## src/rtl/sha_message_schedule.sv

```systemverilog
// SHA-256 message schedule and round-constant source: loads one 512-bit block and
// steps W_t / K_t for t = 0..63 on each accepted advance, feeding sha_round directly.
module sha_message_schedule (
    input  logic         clk,
    input  logic         reset_n,
    input  logic         start,
    input  logic [511:0] block_in,
    input  logic         advance,
    output logic         busy,
    output logic         valid,
    output logic [5:0]   round,
    output logic [31:0]  Wt,
    output logic [31:0]  Kt,
    output logic         done
);

    typedef enum logic {IDLE, RUN} state_t;

    state_t      state_q;
    logic        busy_q, valid_q, done_q;
    logic [5:0]  round_q;
    logic [31:0] win_q [16];
    logic [31:0] w_new_d;
    logic [31:0] kt_d;

    function automatic logic [31:0] ssig0(input logic [31:0] x);
        return {x[6:0], x[31:7]} ^ {x[17:0], x[31:18]} ^ (x >> 3);
    endfunction

    function automatic logic [31:0] ssig1(input logic [31:0] x);
        return {x[16:0], x[31:17]} ^ {x[18:0], x[31:19]} ^ (x >> 10);
    endfunction

    function automatic logic [31:0] krom(input logic [5:0] idx);
        logic [31:0] k;
        case (idx)
            6'd0:  k = 32'h428a2f98;  6'd1:  k = 32'h71374491;
            6'd2:  k = 32'hb5c0fbcf;  6'd3:  k = 32'he9b5dba5;
            6'd4:  k = 32'h3956c25b;  6'd5:  k = 32'h59f111f1;
            6'd6:  k = 32'h923f82a4;  6'd7:  k = 32'hab1c5ed5;
            6'd8:  k = 32'hd807aa98;  6'd9:  k = 32'h12835b01;
            6'd10: k = 32'h243185be;  6'd11: k = 32'h550c7dc3;
            6'd12: k = 32'h72be5d74;  6'd13: k = 32'h80deb1fe;
            6'd14: k = 32'h9bdc06a7;  6'd15: k = 32'hc19bf174;
            6'd16: k = 32'he49b69c1;  6'd17: k = 32'hefbe4786;
            6'd18: k = 32'h0fc19dc6;  6'd19: k = 32'h240ca1cc;
            6'd20: k = 32'h2de92c6f;  6'd21: k = 32'h4a7484aa;
            6'd22: k = 32'h5cb0a9dc;  6'd23: k = 32'h76f988da;
            6'd24: k = 32'h983e5152;  6'd25: k = 32'ha831c66d;
            6'd26: k = 32'hb00327c8;  6'd27: k = 32'hbf597fc7;
            6'd28: k = 32'hc6e00bf3;  6'd29: k = 32'hd5a79147;
            6'd30: k = 32'h06ca6351;  6'd31: k = 32'h14292967;
            6'd32: k = 32'h27b70a85;  6'd33: k = 32'h2e1b2138;
            6'd34: k = 32'h4d2c6dfc;  6'd35: k = 32'h53380d13;
            6'd36: k = 32'h650a7354;  6'd37: k = 32'h766a0abb;
            6'd38: k = 32'h81c2c92e;  6'd39: k = 32'h92722c85;
            6'd40: k = 32'ha2bfe8a1;  6'd41: k = 32'ha81a664b;
            6'd42: k = 32'hc24b8b70;  6'd43: k = 32'hc76c51a3;
            6'd44: k = 32'hd192e819;  6'd45: k = 32'hd6990624;
            6'd46: k = 32'hf40e3585;  6'd47: k = 32'h106aa070;
            6'd48: k = 32'h19a4c116;  6'd49: k = 32'h1e376c08;
            6'd50: k = 32'h2748774c;  6'd51: k = 32'h34b0bcb5;
            6'd52: k = 32'h391c0cb3;  6'd53: k = 32'h4ed8aa4a;
            6'd54: k = 32'h5b9cca4f;  6'd55: k = 32'h682e6ff3;
            6'd56: k = 32'h748f82ee;  6'd57: k = 32'h78a5636f;
            6'd58: k = 32'h84c87814;  6'd59: k = 32'h8cc70208;
            6'd60: k = 32'h90befffa;  6'd61: k = 32'ha4506ceb;
            6'd62: k = 32'hbef9a3f7;  6'd63: k = 32'hc67178f2;
            default: k = 32'h0;
        endcase
        return k;
    endfunction

    // window[k] holds W_{t+k}; the new tail word is W_{t+16}
    always_comb begin
        w_new_d = ssig1(win_q[14]) + win_q[9] + ssig0(win_q[1]) + win_q[0];
    end

    // K is forced to zero outside a run so idle outputs read all-zero
    always_comb begin
        kt_d = '0;
        if (valid_q) kt_d = krom(round_q);
    end

    always_ff @(posedge clk or negedge reset_n) begin
        if (!reset_n) begin
            state_q <= IDLE;
            busy_q  <= 1'b0;
            valid_q <= 1'b0;
            done_q  <= 1'b0;
            round_q <= '0;
            for (int k = 0; k < 16; k++) win_q[k] <= '0;
        end else begin
            done_q <= 1'b0;
            case (state_q)
                IDLE: begin
                    if (start) begin
                        for (int k = 0; k < 16; k++) win_q[k] <= block_in[511-32*k -: 32];
                        round_q <= '0;
                        busy_q  <= 1'b1;
                        valid_q <= 1'b1;
                        state_q <= RUN;
                    end
                end
                RUN: begin
                    if (advance) begin
                        if (round_q == 6'd63) begin
                            // window is cleared so Wt reads zero once idle
                            for (int k = 0; k < 16; k++) win_q[k] <= '0;
                            round_q <= '0;
                            busy_q  <= 1'b0;
                            valid_q <= 1'b0;
                            done_q  <= 1'b1;
                            state_q <= IDLE;
                        end else begin
                            for (int k = 0; k < 15; k++) win_q[k] <= win_q[k+1];
                            win_q[15] <= w_new_d;
                            round_q   <= round_q + 6'd1;
                        end
                    end
                end
                default: state_q <= IDLE;
            endcase
        end
    end

    assign busy  = busy_q;
    assign valid = valid_q;
    assign done  = done_q;
    assign round = round_q;
    assign Wt    = win_q[0];
    assign Kt    = kt_d;

endmodule
```

## config.mk

```make
export PLATFORM = sky130hd
export DESIGN_NAME = sha_message_schedule
export DESIGN_NICKNAME = d
export VERILOG_FILES = /design/src/rtl/sha_message_schedule.sv
export SDC_FILE = /design/constraint.sdc
export NUM_CORES = 2
export LEC_CHECK = 0
export CORE_MARGIN = 2
export CORE_UTILIZATION = 27
export DETAILED_ROUTE_END_ITERATION = 10
export GPL_ROUTABILITY_DRIVEN = 0
export PLACE_DENSITY = 0.43
export REMOVE_ABC_BUFFERS = 1
export SYNTH_ARGS = -nofsm -noshare
export SYNTH_HDL_FRONTEND = slang
export SYNTH_SLANG_ARGS = --single-unit
```

## constraint.sdc

```tcl
create_clock -name clk -period 8.4 [get_ports clk]
set_clock_uncertainty 0.05 [all_clocks]
set_input_delay 1.68 -clock clk [delete_from_list [all_inputs] [get_ports clk]]
set_output_delay 1.68 -clock clk [all_outputs]
set_load 0.01 [all_outputs]
```

-- Yosys cells after proc, flatten, opt, wreduce, memory -nomap -nowiden
Memories as Yosys holds them, arrays and structs flattened.
Cells that the tools add are included.
- reductions and logical operators: 2
- muxes and demuxes: 20
- equal/unequal tests: 4
- bitwise logic cells: 5
- add/subtract/negate cells: 4
- operators by type and width (cell ; number):
    $mux W512 ; 3
    $pmux W512 S2 ; 1
    $add A32 B32 Y32 ; 3
    $xor A32 B32 Y32 ; 2
    $mux W32 ; 1
    $xor A32 B22 Y32 ; 1
    $xor A32 B29 Y32 ; 1
    $mux W6 ; 3
    $pmux W6 S2 ; 1
    $mux W1 ; 9
    $add A6 B1 Y6 const B ; 1
    $eq A6 B6 Y1 const B ; 1
    $ne A2 B2 Y1 const B ; 2
    $pmux W1 S2 ; 2
    $reduce_and A3 Y1 ; 1
    $ne A2 B1 Y1 const B ; 1
    $reduce_and A2 Y1 ; 1
    $not A1 Y1 ; 1
- output and inout bits: 73
- input port bits: 516
- register bits: 521
- memory bits (read-only): 2048
- memories kept: 1
- word-level logic and storage cells: 56
- memory list (memory ; words ; width ; rd ports ; clocked after memory_dff ; wr ports ; RTL line ; RTL):
    (name not given) ; 64 ; 32 ; 1 ; 0 ; 0 ; 36 ; case (idx)

-- Depth between registers and ports, before layout
- depth after elaboration: 8
- gate-level depth with buffers: 17
- depth with buffers taken out: 16

-- Least setup slack after synthesis
No wires, ideal clock.
- path type: reg-to-output
- start: register round_q[1] (netlist: round[1])
- end: output Kt[13]
- data required time: 6.670 ns
- arrival: 2.718 ns
- slack: 3.952 ns
- buffers on the path: 2
- cell stages (with the launch flop): 10
- path through: dfrtp_1 > buf_2 > clkinv_1 > ha_1 > clkbuf_1 > nor2b_1 > nor3_1 > a311oi_1 > a21oi_1 > a211oi_1
- word-level cells in the longest chain between the ends: 2
- RTL lines (item ; RTL line ; RTL):
    from (decl) ; 21 ; logic [5:0] round_q;
    from (signal assigned) ; 118 ; round_q <= round_q + 6'd1;
    $mem_v2 Z64 W32 ; -- ;
    $mux W32 ; 82 ; if (valid_q) kt_d = krom(round_q);
    to (decl) ; 13 ; output logic [31:0] Kt,
No other way between the ends.

-- Final worst setup path
- start: register round_q[1] (netlist: round[1])
- end: output Kt[5]
The elaborated chain is that of the path after synthesis.

==> metrics.md <==
| Metric | Value |
|---|---|
| Clock slew at reported path FFs | `around 0.06 ns` |
| Crit path max-delay family | `buffers and inverters` |
| Worst hold path class | `register to register` |
| Starting Density | `between 20% and 30%` |
| Layout cell share with drive strength beyond 1 | `roughly 4.3%` |
| Maxcap violations | `0` |
| Fmax | `150 MHz` |
| R2r startpoint | `win_q[43]` |
| Dominant synthesized flop cell | `dfrtp_1` |
| CTS tree | `done` |
| Number of synthesized flops with an enable pin | `0` |
| DRC Markers | `0` |
| Max incr delay on CP | `slightly below 0.8 ns` |
| Die Height | `344 µm` |
| Synth area leaders | `dfrtp_1 42%, mux2i_1 11%, o21ai_0 9.1%` |
| Vias in the first global route | `27,719` |
| Final #Nets | `roughly 4,600` |
| Cell Area, Synth | `roughly 0.031 mm²` |
| Initial antenna violation count | `42` |
| Fin crit share | `between 70% and 80%` |
| Synth warn | `0` |
| Startpoint Class | `register` |
| WL final | `136 mm` |
| Clk buf depth | `3` |
| RSZ-0062 raised after global routing | `no` |
| Drt pass-1 iters | `6` |
| Pin count of the biggest net entering global routing | `around 170` |
| H-tree depth | `3` |
| Critical Path Start | `round[1]` |
| Critical path capture point | `Kt[5]` |
| Row count | `roughly 120` |
| Worst r2r dst | `win_q[25]` |
| Post-synthesis cell count | `approximately 3,600` |
| Critical path required time | `between 6 and 7 ns` |
| Post-CTS setup buffer count | `0` |
| Total number of vias | `between 20,000 and 30,000` |
| Post_cts resized | `0` |
| Relative slew slack | `approximately 29%` |
| Die Footprint | `~0.12 mm²` |
| Asr flop ratio synth | `100%` |
| Setup crit end kind | `output pin` |
| Critical path peak fanout | `19` |
| Cell count along the critical path | `7` |
| Core area | `roughly 0.11 mm²` |
| Syn Area/Cell | `about 8.7 µm²` |
| # hold bufs at CTS | `0` |
| Syn-to-layout area delta | `29.0%` |
| Post-route ant nets | `0` |
| PD cells | `approximately 450 mW/mm²` |
| Multi-input gate area | `0.0163 mm²` |
| Root buffer cell | `clkbuf_16` |
| Routed len/inst | `roughly 25 µm` |
| Fillers | `approximately 12,000` |
| Vias/cell | `about 5.0` |
| Inst Count DP | `around 5,400` |
| Initial DRC Count | `approximately 2,100` |
| R2R Setup Slk | `around 3.7 ns` |
| Peak VDD IR | `0.363 mV` |
| Final min period | `approximately 6.6 ns` |
| Worst EP arrival | `~5 ns` |
| Worst skew pair latency | `0.65 ns` |
| Setup Viol. Count Final | `0` |
| Status | `complete, no violations` |
| Count of pins over their slew limit | `0` |
| Final hold violations | `0` |
| Count of buffers from port buffering | `588` |
| Detailed Place HPWL | `~98 mm` |
| Die X | `344 µm` |
| Total power | `~18 mW` |
| Post-synth top cells | `566 x o21ai_0, 560 x nand2_1, 521 x dfrtp_1` |
| Top-count cell post-synth | `o21ai_0` |
| GRT overflow | `0` |
| Slowest cell on the critical path | `dfrtp_1` |
| Seq. cell area | `approximately 0.013 mm²` |
| Worst-path cell chain | `clkinv_1 -> ha_1 -> nor2b_1 -> a21oi_1 -> mux4_2 -> a211oi_1 -> clkdlybuf4s50_1` |
| TritonCTS Buffers | `71` |
| Synth Register Bits | `521` |
| First-pass GRT wire length | `195 mm` |
| Crit path kind | `register to output pin` |
| Actual slew at the worst max-slew pin | `about 1.1 ns` |
| Leakage | `around 16 nW` |
| Share of the synthesized area in the top cell type | `a little over two fifths` |
| Post-Layout Cell Count | `5,518` |
| Register area share after synthesis | `a little over two fifths` |
| R2R cell count | `15` |
| Total Routing Usage GR | `22.3%` |
| Synth unique cells | `slightly below 70` |
| Clock Sink Count | `between 500 and 600` |
| Largest area contributor in the netlist | `dfrtp_1` |
| I/O pin cnt | `roughly 600` |
| Worst path bufs/invs | `2` |
## through the flow
step,hold slack [ns],util (%),area [µm²],setup TNS [ns],worst slack (ns)
after global placement,0.408,33.2,38000,0,2.59
after detailed placement,0.412,33.2,38000,0,2.49
after floorplan,0.395,-,29800,-6957.57,-25.01
final,0.418,35.2,40300,0,1.75
after CTS,0.425,35.2,40300,0,1.79
after global routing,0.439,35.2,40300,0,1.54
## power by group
| part | switching [mW] | internal [mW] |
|---|---|---|
| sequential | 0.649 | 3.15 |
| combinational | 6.86 | 4.41 |
| clock | 1.24 | 1.77 |
| total | 8.75 | 9.33 |
## final cells by class
class | count | share of cell area (%)
clock inverter | 14 | 0.434
inverter | 140 | 1.30
tap | 1512 | 4.69
timing repair buffer | 622 | 15.5
sequential | 521 | 32.3
antenna | 13 | 0.0806
multi-input combinational | 2585 | 40.4
clock buffer | 111 | 5.25
## flip-flops by register name, summed over array words and instances (netlist names)
| register | flops |
|---|---|
| Wt | 32 |
| done | 1 |
| round | 6 |
| state_q | 1 |
| valid | 1 |
| win_q | 480 |
## worst min-delay path, delay by kind of cell, from the launching register on
kind | cells | cell delay (ns)
compound gates | 1 | 0.06
flops | 1 | 0.34
simple gates | 1 | 0.05
## cells in the final DEF, fill, tap and decap left out, types with 10 or more instances in the layout
| cell | n |
|---|---|
| clkbuf_1 | 21 |
| buf_4 | 26 |
| o21ai_0 | 566 |
| clkbuf_16 | 71 |
| a311oi_1 | 11 |
| ha_1 | 49 |
| o211ai_1 | 20 |
| mux2i_1 | 334 |
| xor2_1 | 55 |
| nor3_1 | 23 |
| o22ai_1 | 40 |
| a31oi_1 | 16 |
| a22oi_1 | 31 |
| nor2b_1 | 10 |
| a21oi_1 | 255 |
| clkdlybuf4s50_1 | 587 |
| inv_1 | 137 |
| dfrtp_1 | 519 |
| diode_2 | 13 |
| a211oi_1 | 33 |
| clkbuf_8 | 19 |
| nand2_1 | 557 |
| o311ai_0 | 11 |
| fa_1 | 62 |
| nand3_1 | 26 |
| xnor2_1 | 80 |
| nor2_1 | 258 |
| a21o_1 | 15 |
## worst min-delay path by stage
stage	cells past startpoint	endpoint	start
detailed placement	2	win_q[192]	win_q[160]
floorplan	2	win_q[41]	win_q[9]
global route	2	win_q[146]	win_q[114]
finish	2	win_q[338]	win_q[306]
global placement	2	win_q[169]	win_q[137]
CTS	2	win_q[147]	win_q[115]
## routing by layer
layer / track usage (%) / share of wire, % / up-vias
li1: - / - / 12958
met1: 27.6 / 41 / 13583
met2: 38.1 / 49 / 836
met3: 6.48 / 7.3 / 203
met4: 5.53 / 2.2 / 50
met5: 0 / 0.22 / -
## kinds of logic after synthesis
| kind of cell | share of synthesized area (%) |
|---|---|
| flip-flops | 41.7 |
| adder cells (fa/ha/maj) | 5.93 |
| buffers and inverters | 6.30 |
| XOR/XNOR | 3.78 |
| AO/OA/AOI/OAI | 18.8 |
| multiplexers | 11.2 |
| AND/OR/NAND/NOR | 12.3 |
(Power assumes the default switching activity.)
